$ cat src/rtl/pmp_csr_regs_pkg.sv
// Shared PMP types, CSR addresses and the per-byte pmpcfg legalization rule.
package pmp_csr_regs_pkg;

    typedef enum logic [1:0] {
        ADDR_OFF   = 2'b00,
        ADDR_TOR   = 2'b01,
        ADDR_NA4   = 2'b10,
        ADDR_NAPOT = 2'b11
    } pmp_addr_mode_t;

    localparam logic [2:0] ACCESS_NONE  = 3'b000;
    localparam logic [2:0] ACCESS_READ  = 3'b001;
    localparam logic [2:0] ACCESS_WRITE = 3'b010;
    localparam logic [2:0] ACCESS_EXEC  = 3'b100;
    localparam logic [2:0] ACCESS_RWX   = 3'b111;

    // Byte layout: L[7], reserved[6:5], A[4:3], X[2], W[1], R[0].
    typedef struct packed {
        logic           locked;
        logic [1:0]     reserved;
        pmp_addr_mode_t addr_mode;
        logic [2:0]     access_type;
    } pmpcfg_t;

    typedef struct packed {
        logic rlb;
        logic mmwp;
        logic mml;
    } mseccfg_t;

    localparam logic [11:0] CSR_PMPCFG0  = 12'h3A0;
    localparam logic [11:0] CSR_PMPCFG2  = 12'h3A2;
    localparam logic [11:0] CSR_PMPADDR0 = 12'h3B0;
    localparam logic [11:0] CSR_MSECCFG  = 12'h747;

    // Returns the value a cfg byte takes after a write, judged on pre-write state.
    function automatic pmpcfg_t legalize_cfg(pmpcfg_t old_cfg, logic [7:0] wbyte, mseccfg_t msec);
        pmpcfg_t nxt;
        nxt          = pmpcfg_t'(wbyte);
        nxt.reserved = 2'b00;
        if (old_cfg.locked && !msec.rlb)
            nxt = old_cfg;
        else if (!msec.mml && nxt.access_type[1] && !nxt.access_type[0])
            nxt = old_cfg;
        else if (msec.mml && !msec.rlb && nxt.locked && nxt.access_type[2]
                 && nxt.access_type != ACCESS_RWX)
            nxt = old_cfg;
        return nxt;
    endfunction

endpackage

$ cat src/rtl/pmp_csr_regs.sv
// PMP CSR file: pmpcfg0/2, pmpaddr0-15 and mseccfg with lock/WARL rules,
// single-cycle registered read response.
module pmp_csr_regs
    import pmp_csr_regs_pkg::*;
#(
    parameter int NR_ENTRIES = 16,
    parameter int PMP_LEN    = 54
) (
    input  logic                     clk_i,
    input  logic                     rst_i,
    input  logic                     csr_valid_i,
    input  logic                     csr_we_i,
    input  logic [11:0]              csr_addr_i,
    input  logic [63:0]              csr_wdata_i,
    output logic                     csr_rvalid_o,
    output logic [63:0]              csr_rdata_o,
    output logic                     csr_error_o,
    output logic [15:0][PMP_LEN-1:0] conf_addr_o,
    output pmpcfg_t [15:0]           conf_o,
    output mseccfg_t                 mconf_o
);

    pmpcfg_t [15:0]           cfg_q, cfg_d;
    logic [15:0][PMP_LEN-1:0] addr_q, addr_d;
    mseccfg_t                 msec_q, msec_d;
    logic [63:0]              rdata_d;
    logic                     dec_err;
    logic                     wr_en;
    logic                     any_locked;
    logic [15:0]              addr_lock;

    // Unimplemented entries never get written, so they stay zero and need no gating here.
    always_comb begin
        any_locked = 1'b0;
        addr_lock  = '0;
        for (int i = 0; i < 16; i++) begin
            any_locked   = any_locked | cfg_q[i].locked;
            addr_lock[i] = cfg_q[i].locked;
        end
        for (int i = 0; i < 15; i++) begin
            if (cfg_q[i+1].locked && cfg_q[i+1].addr_mode == ADDR_TOR)
                addr_lock[i] = 1'b1;
        end
        if (msec_q.rlb)
            addr_lock = '0;
    end

    always_comb begin
        cfg_d   = cfg_q;
        addr_d  = addr_q;
        msec_d  = msec_q;
        rdata_d = '0;
        dec_err = 1'b0;
        wr_en   = csr_valid_i && csr_we_i;
        if (csr_addr_i == CSR_PMPCFG0 || csr_addr_i == CSR_PMPCFG2) begin
            for (int i = 0; i < NR_ENTRIES; i++) begin
                if ((i >= 8) == (csr_addr_i == CSR_PMPCFG2)) begin
                    rdata_d[8*(i%8) +: 8] = cfg_q[i];
                    if (wr_en)
                        cfg_d[i] = legalize_cfg(cfg_q[i], csr_wdata_i[8*(i%8) +: 8], msec_q);
                end
            end
        end else if (csr_addr_i[11:4] == CSR_PMPADDR0[11:4]) begin
            for (int i = 0; i < NR_ENTRIES; i++) begin
                if (csr_addr_i[3:0] == i[3:0]) begin
                    rdata_d[PMP_LEN-1:0] = addr_q[i];
                    if (wr_en && !addr_lock[i])
                        addr_d[i] = csr_wdata_i[PMP_LEN-1:0];
                end
            end
        end else if (csr_addr_i == CSR_MSECCFG) begin
            rdata_d[2:0] = msec_q;
            if (wr_en) begin
                msec_d.mml  = msec_q.mml  | csr_wdata_i[0];
                msec_d.mmwp = msec_q.mmwp | csr_wdata_i[1];
                if (msec_q.rlb || !any_locked)
                    msec_d.rlb = csr_wdata_i[2];
            end
        end else begin
            dec_err = 1'b1;
        end
    end

    always_ff @(posedge clk_i) begin
        if (rst_i) begin
            cfg_q        <= '0;
            addr_q       <= '0;
            msec_q       <= '0;
            csr_rvalid_o <= 1'b0;
            csr_rdata_o  <= '0;
            csr_error_o  <= 1'b0;
        end else begin
            cfg_q        <= cfg_d;
            addr_q       <= addr_d;
            msec_q       <= msec_d;
            csr_rvalid_o <= csr_valid_i;
            csr_rdata_o  <= csr_valid_i ? rdata_d : '0;
            csr_error_o  <= csr_valid_i & dec_err;
        end
    end

    assign conf_o      = cfg_q;
    assign conf_addr_o = addr_q;
    assign mconf_o     = msec_q;

endmodule

$ cat config.mk
export PLATFORM = sky130hd
export DESIGN_NAME = pmp_csr_regs
export DESIGN_NICKNAME = d
export VERILOG_FILES = /design/src/rtl/pmp_csr_regs_pkg.sv /design/src/rtl/pmp_csr_regs.sv
export SDC_FILE = /design/constraint.sdc
export NUM_CORES = 2
export LEC_CHECK = 0
export BUFFER_PORTS_ARGS = -buffer_cell sky130_fd_sc_hd__buf_2
export CAP_MARGIN = 20
export CORE_AREA = 4 4 442 444
export DETAILED_ROUTE_END_ITERATION = 6
export DIE_AREA = 0 0 446 448
export GPL_ROUTABILITY_DRIVEN = 0
export PLACE_DENSITY = 0.54
export RECOVER_POWER = 25
export SLEW_MARGIN = 20
export SYNTH_ARGS = -nofsm -noshare
export SYNTH_HDL_FRONTEND = slang
export SYNTH_SLANG_ARGS = --single-unit
$ cat constraint.sdc
create_clock -name clk_i -period 2.1 [get_ports clk_i]
set_input_delay 0.105 -clock clk_i [delete_from_list [all_inputs] [get_ports clk_i]]
set_output_delay 0.105 -clock clk_i [all_outputs]
set_load 0.02 [all_outputs]
Word-level counts from Yosys, hierarchy flattened. Index checks and enable logic that the tools add are counted.

$add $sub $neg: 0. $mul: 0. Divide/modulo/power cells: 0. Magnitude comparators: 0. Equality and inequality tests: 42. Shifts and indexed selects: 0. Multiplexer cells: 47. Bitwise gates (word level): 54. Reductions and logical operators: 155.

Operator list (count): $mux W54 (17); $reduce_and A6 Y1 (16); $logic_and A1 B1 Y1 (89); $reduce_and A4 Y1 (17); $mux W8 (8); $mux W51 (1); $not A1 Y1 (36); $eq A4 B4 Y1 const B (8); $eq A2 B1 Y1 const B (15); $logic_not A1 Y1 (27); $eq A12 B10 Y1 const B (2); $ne A3 B3 Y1 const B (8); $mux W1 (18); $or A1 B1 Y1 (17); $eq A4 B3 Y1 const B (4); $mux W16 (1); $eq A12 B11 Y1 const B (1); $eq A4 B2 Y1 const B (2); $eq A8 B6 Y1 const B (1); $mux W3 (2); $reduce_and A5 Y1 (1); $eq A4 B1 Y1 const B (1); $logic_not A4 Y1 (1); $reduce_or A3 Y1 (1); other kinds (3) (4).

Flip-flop bits (word level): 1029. Latch bits: 0. Bits in writable memories: 0. Bits in read-only memories: 0. Logic and storage cells: 369. Memories: 0.

Logic depth before layout (Yosys ltp).
Depth in word-level cells: 19. Mapped depth: 11. Mapped depth without buffers: 8.

Worst setup path before layout. No wires, ideal clock.

Path kind: reg-to-reg. Start point: reg msec_q (netlist bit mconf_o[0]). End point: reg cfg_q (netlist bit conf_o[119]). Library setup time: 0.128 ns. Arrival time: 1.971 ns. Data required time: 1.972 ns. Slack: 0.002 ns. Stages on the path, launching flop included: 9. Period minus slack after synthesis: 2.098 ns. Cell sequence: dfxtp_1 clkbuf_1 clkbuf_1 nor2_1 a211oi_1 a21oi_1 nand2_1 mux2i_1 nor2_1.

Cells in the longest elaborated chain, start to end: 6. Elaborated cells on any way between the ends: 10.

Ends and longest elaborated chain: from (decl) (RTL line pmp_csr_regs.sv:25) `mseccfg_t msec_q, msec_d;`; from (signal assigned) (RTL line pmp_csr_regs.sv:95) `msec_q <= msec_d;`; $logic_and A1 B1 Y1 (3 in a row) (RTL line pmp_csr_regs_pkg.sv:45) `else if (msec.mml && !msec.rlb && nxt.locked && nxt.access_type[2]`; $logic_and A1 B1 Y1 (RTL line pmp_csr_regs_pkg.sv:46) `&& nxt.access_type != ACCESS_RWX)`; $not A1 Y1 (no line); $reduce_and A6 Y1 (no line) *; to (signal assigned) (RTL line pmp_csr_regs.sv:93) `cfg_q <= cfg_d;`; to (decl) (RTL line pmp_csr_regs.sv:23) `pmpcfg_t [15:0] cfg_q, cfg_d;`.

Mark *: on every way between the ends. The rest lies on a longest branch, timed or not. A chain may end at the register's enable or synchronous reset.

Worst setup path in the final report.
Start point: reg msec_q (netlist bit mconf_o[2]). End point: reg cfg_q (netlist bit conf_o[32]).

Cells in the longest elaborated chain, start to end: 7. Elaborated cells on any way between the ends: 9.

Ends and longest elaborated chain (RTL line): $logic_not A1 Y1 * (pmp_csr_regs_pkg.sv:41, pmp_csr_regs_pkg.sv:45); $logic_and A1 B1 Y1 (3 in a row) (pmp_csr_regs_pkg.sv:45); $logic_and A1 B1 Y1 (pmp_csr_regs_pkg.sv:46); $not A1 Y1 (no line); $reduce_and A6 Y1 (no line) *.

Marks and branches as above.

==> out/metrics.yaml <==
sta:
  layout_setup_ws_ps: -34.10
  hold_violations: 0
  fin_tns_setup_ps: -146.7
  grt_setup_unrepaired: "yes"
  slew_violations: 0
  tightest_slew_ps: 965.2
  timing.fmax_mhz: 468.6
  setup_viol: 7
  relSlewSlack: 0.3498
  finalClockSkew_ps: 47.79
  min_period_ps: 2134
  period_share: 1.016
critical_path:
  crit_fanout: 6
  cp_slowest_stage_delay_ps: 470
  r2r_slack_ps: -30
  start_kind: "flop"
  crit_path_frequent_cell: "buf_12"
  worstPathArrival_ps: 2800
  cp_data_required_time_ps: 2770
  worstRegToRegCells: 9
  crit_chain: "buf_12 -> buf_8 -> nand3b_1 -> a211oi_4 -> or4_4 -> a21oi_4 -> buf_12 -> mux2i_1 -> nor2_1"
  worstSetupEndpointType: "flop"
  crit_slowest_cell: "or4_4"
  critical_path_class: "flop to flop"
grt:
  grtUsageTotal: 0.3219
  grt-ovfl-total: 0
  grt_max_degree: 149
  antenna_found_initial: 28
  grt_pass1_wl_mm: 442.4
  grt_pass1_vias: 49005
yosys:
  synth_area_per_cell_um2: 7.728
  synthMostInstantiatedCell: "nand2_1"
  synthTopCellsByCount: "nand2_1, a21oi_1, dfxtp_1"
  synth.area.top_cells: "dfxtp_1, nand2_1, a21oi_1"
  yosysTopAreaCellShare: 0.4573
  ys_seq_area_frac: 0.4573
  async_flop_share: 0
  yosys_warnings: 0
  synthCells: 5812
  synth_edf_count: 0
  yosysTopAreaCell: "dfxtp_1"
  syn_area_mm2: 0.04491
  ys_ff_latch: 1026
  synth_ff_type: "dfxtp_1"
  synth.distinct_cells: 77
route:
  remaining_drc_errors: 0
  met2WireLength_mm: 158.3
  dr_wl_met3_mm: 29.88
  vias_per_cell: 5.344
  first_pass_iters: 7
  drtIter0Drc: 6325
  wl_met1_mm: 117.3
  detail-route-antenna-nets: 0
  wl_mm: 340.4
  vias: 52782
  dr.max_layer_used: "met5"
  wl_per_cell_um: 34.47
floorplanning:
  start_util: 0.2345
  fp.dieW_um: 446
  ios: 1141
  die_area_mm2: 0.1998
  rows: 161
  core_area_mm2: 0.1916
  fp.dieH_um: 448
power:
  power_frac_seq: 0.429
  comb_power_share: 0.083
  vdd_drop_max_v: 0.0006799
  power_leakage_nw: 23.99
  pwr-share-clk: 0.488
  internal-power_w: 0.03332
  swShare: 0.2654
  switchingPower_w: 0.01203
  power_density_mw_per_mm2: 721.6
placement:
  dp.cells: 9564
  pre_cts_slack_ps: -581.0
  hpwl_mm: 260.0
  io_buffers: 1102
clock_network:
  cts_tree: "built"
  cts_max_level: 3
  cts_root_buf: "clkbuf_16"
  cts_made_buffers: 119
  clk_latency_ps: 810
  clockBufferDepth: 3
  clk_pin_slew_ps: 60
  cts.sinks: 1026
status:
  violations: "setup timing"
  outcome: "complete, but fails checks"
cells_and_area:
  final_cells: 9876
  area_growth_pct: 39.93
  nNetsFinal: 7319
  drive_gt1_frac: 0.2291
worst_hold_path:
  hold_path_class: "input port to flop"
  min_path_cells: 7
run:
  drv_cap: 0
==> area by class of cell <==
type | count | area [um^2]
Antenna cell | 9 | 22.52
Clock buffer | 173 | 3523
Multi-Input combinational cell | 4180 | 22040
Inverter | 38 | 145.1
Sequential cell | 1026 | 20550
Timing Repair Buffer | 1874 | 12850
Clock inverter | 50 | 563.0
Fill cell | 20390 | 128700
Tap cell | 2526 | 3161
==> through the flow <==
stage | cell area, um^2 | util | total power, W | hold slack, ps
2_1_floorplan | 45040 | - | 0.02141 | 248.9
5_1_grt | 62830 | 0.3280 | 0.04623 | 77.86
3_5_place_dp | 58250 | 0.3041 | 0.02344 | 398.5
6_report | 62850 | 0.3281 | 0.04535 | 40.13
4_1_cts | 63260 | 0.3302 | 0.04545 | 12.19
3_3_place_gp | 58240 | 0.3040 | 0.02343 | 376.9
==> repair_timing <==
item / in CTS / in global routing
endpoints found under the hold margin: 964 / 0
setup buffers: 3 / 6
pin swaps: 8 / 17
gates resized for setup: 27 / 32
hold buffers: 66 / 0
cloned: 4 / 4
setup endpoints to repair: 282 / 271
==> power groups by stage <==
stage                     clock network [W]  registers (W)  logic (W)
after floorplan                           0         0.0199    0.00151
after global placement                    0         0.0199    0.00353
after detailed placement                  0         0.0199    0.00354
after CTS                            0.0223         0.0195    0.00367
after global routing                 0.0230         0.0195    0.00380
final                                0.0221         0.0195    0.00374
==> routing by layer <==
layer	vias to the layer above	track usage
met3	917	0.06675
met2	3662	0.5402
met1	25721	0.3547
li1	22472	-
met5	-	0
met4	10	0.2568
==> worst paths after layout <==
check	startpoint	to
min	csr_addr_i[8]	csr_error_o$_SDFF_PP0_
max	mconf_o[2]$_SDFFE_PP0P_	conf_o[32]$_SDFFE_PP0P_
min reg2reg	conf_addr_o[621]$_SDFFE_PP0P_	conf_addr_o[621]$_SDFFE_PP0P_
max reg2reg	mconf_o[2]$_SDFFE_PP0P_	conf_o[32]$_SDFFE_PP0P_
==> layout by cell type, fill, tap and decap left out, types with 35 or more instances in the layout <==
| master | Yosys | layout |
|---|---|---|
| nand2_1 | 1880 | 1874 |
| a21oi_1 | 1048 | 1045 |
| dfxtp_1 | 1026 | 1021 |
| buf_2 | 128 | 599 |
| buf_4 | 48 | 546 |
| clkbuf_1 | 402 | 522 |
| mux2i_1 | 233 | 233 |
| nor2_1 | 226 | 214 |
| o21ai_0 | 175 | 171 |
| buf_12 | 0 | 143 |
| clkbuf_16 | 0 | 124 |
| o22ai_1 | 78 | 78 |
| dlygate4sd3_1 | 0 | 65 |
| a221oi_1 | 45 | 43 |
| mux2_2 | 37 | 37 |
| conb_1 | 1 | 35 |
==> sequential cells by signal (all words and copies together) (netlist names) <==
register / count
csr_rvalid_o: 1
csr_error_o: 1
csr_rdata_o: 61
conf_o: 96
mconf_o: 3
conf_addr_o: 864
==> worst max-delay path, delay by kind of cell (launching register included) <==
kind	cells	cell delay, ps
AOI/OAI and AO/OA	2	280
buffers and inverters	3	410
DFF	1	370
muxes	1	180
and+or+nand+nor	3	740
==> kinds of logic after synthesis <==
| kind of cell | share of synthesized area |
|---|---|
| other | 0.00008349 |
| AOI/OAI and AO/OA | 0.2025 |
| and+or+nand+nor | 0.2017 |
| DFF | 0.4573 |
| muxes | 0.07524 |
| buffers and inverters | 0.06310 |
Power figures use the tool's default switching activity.
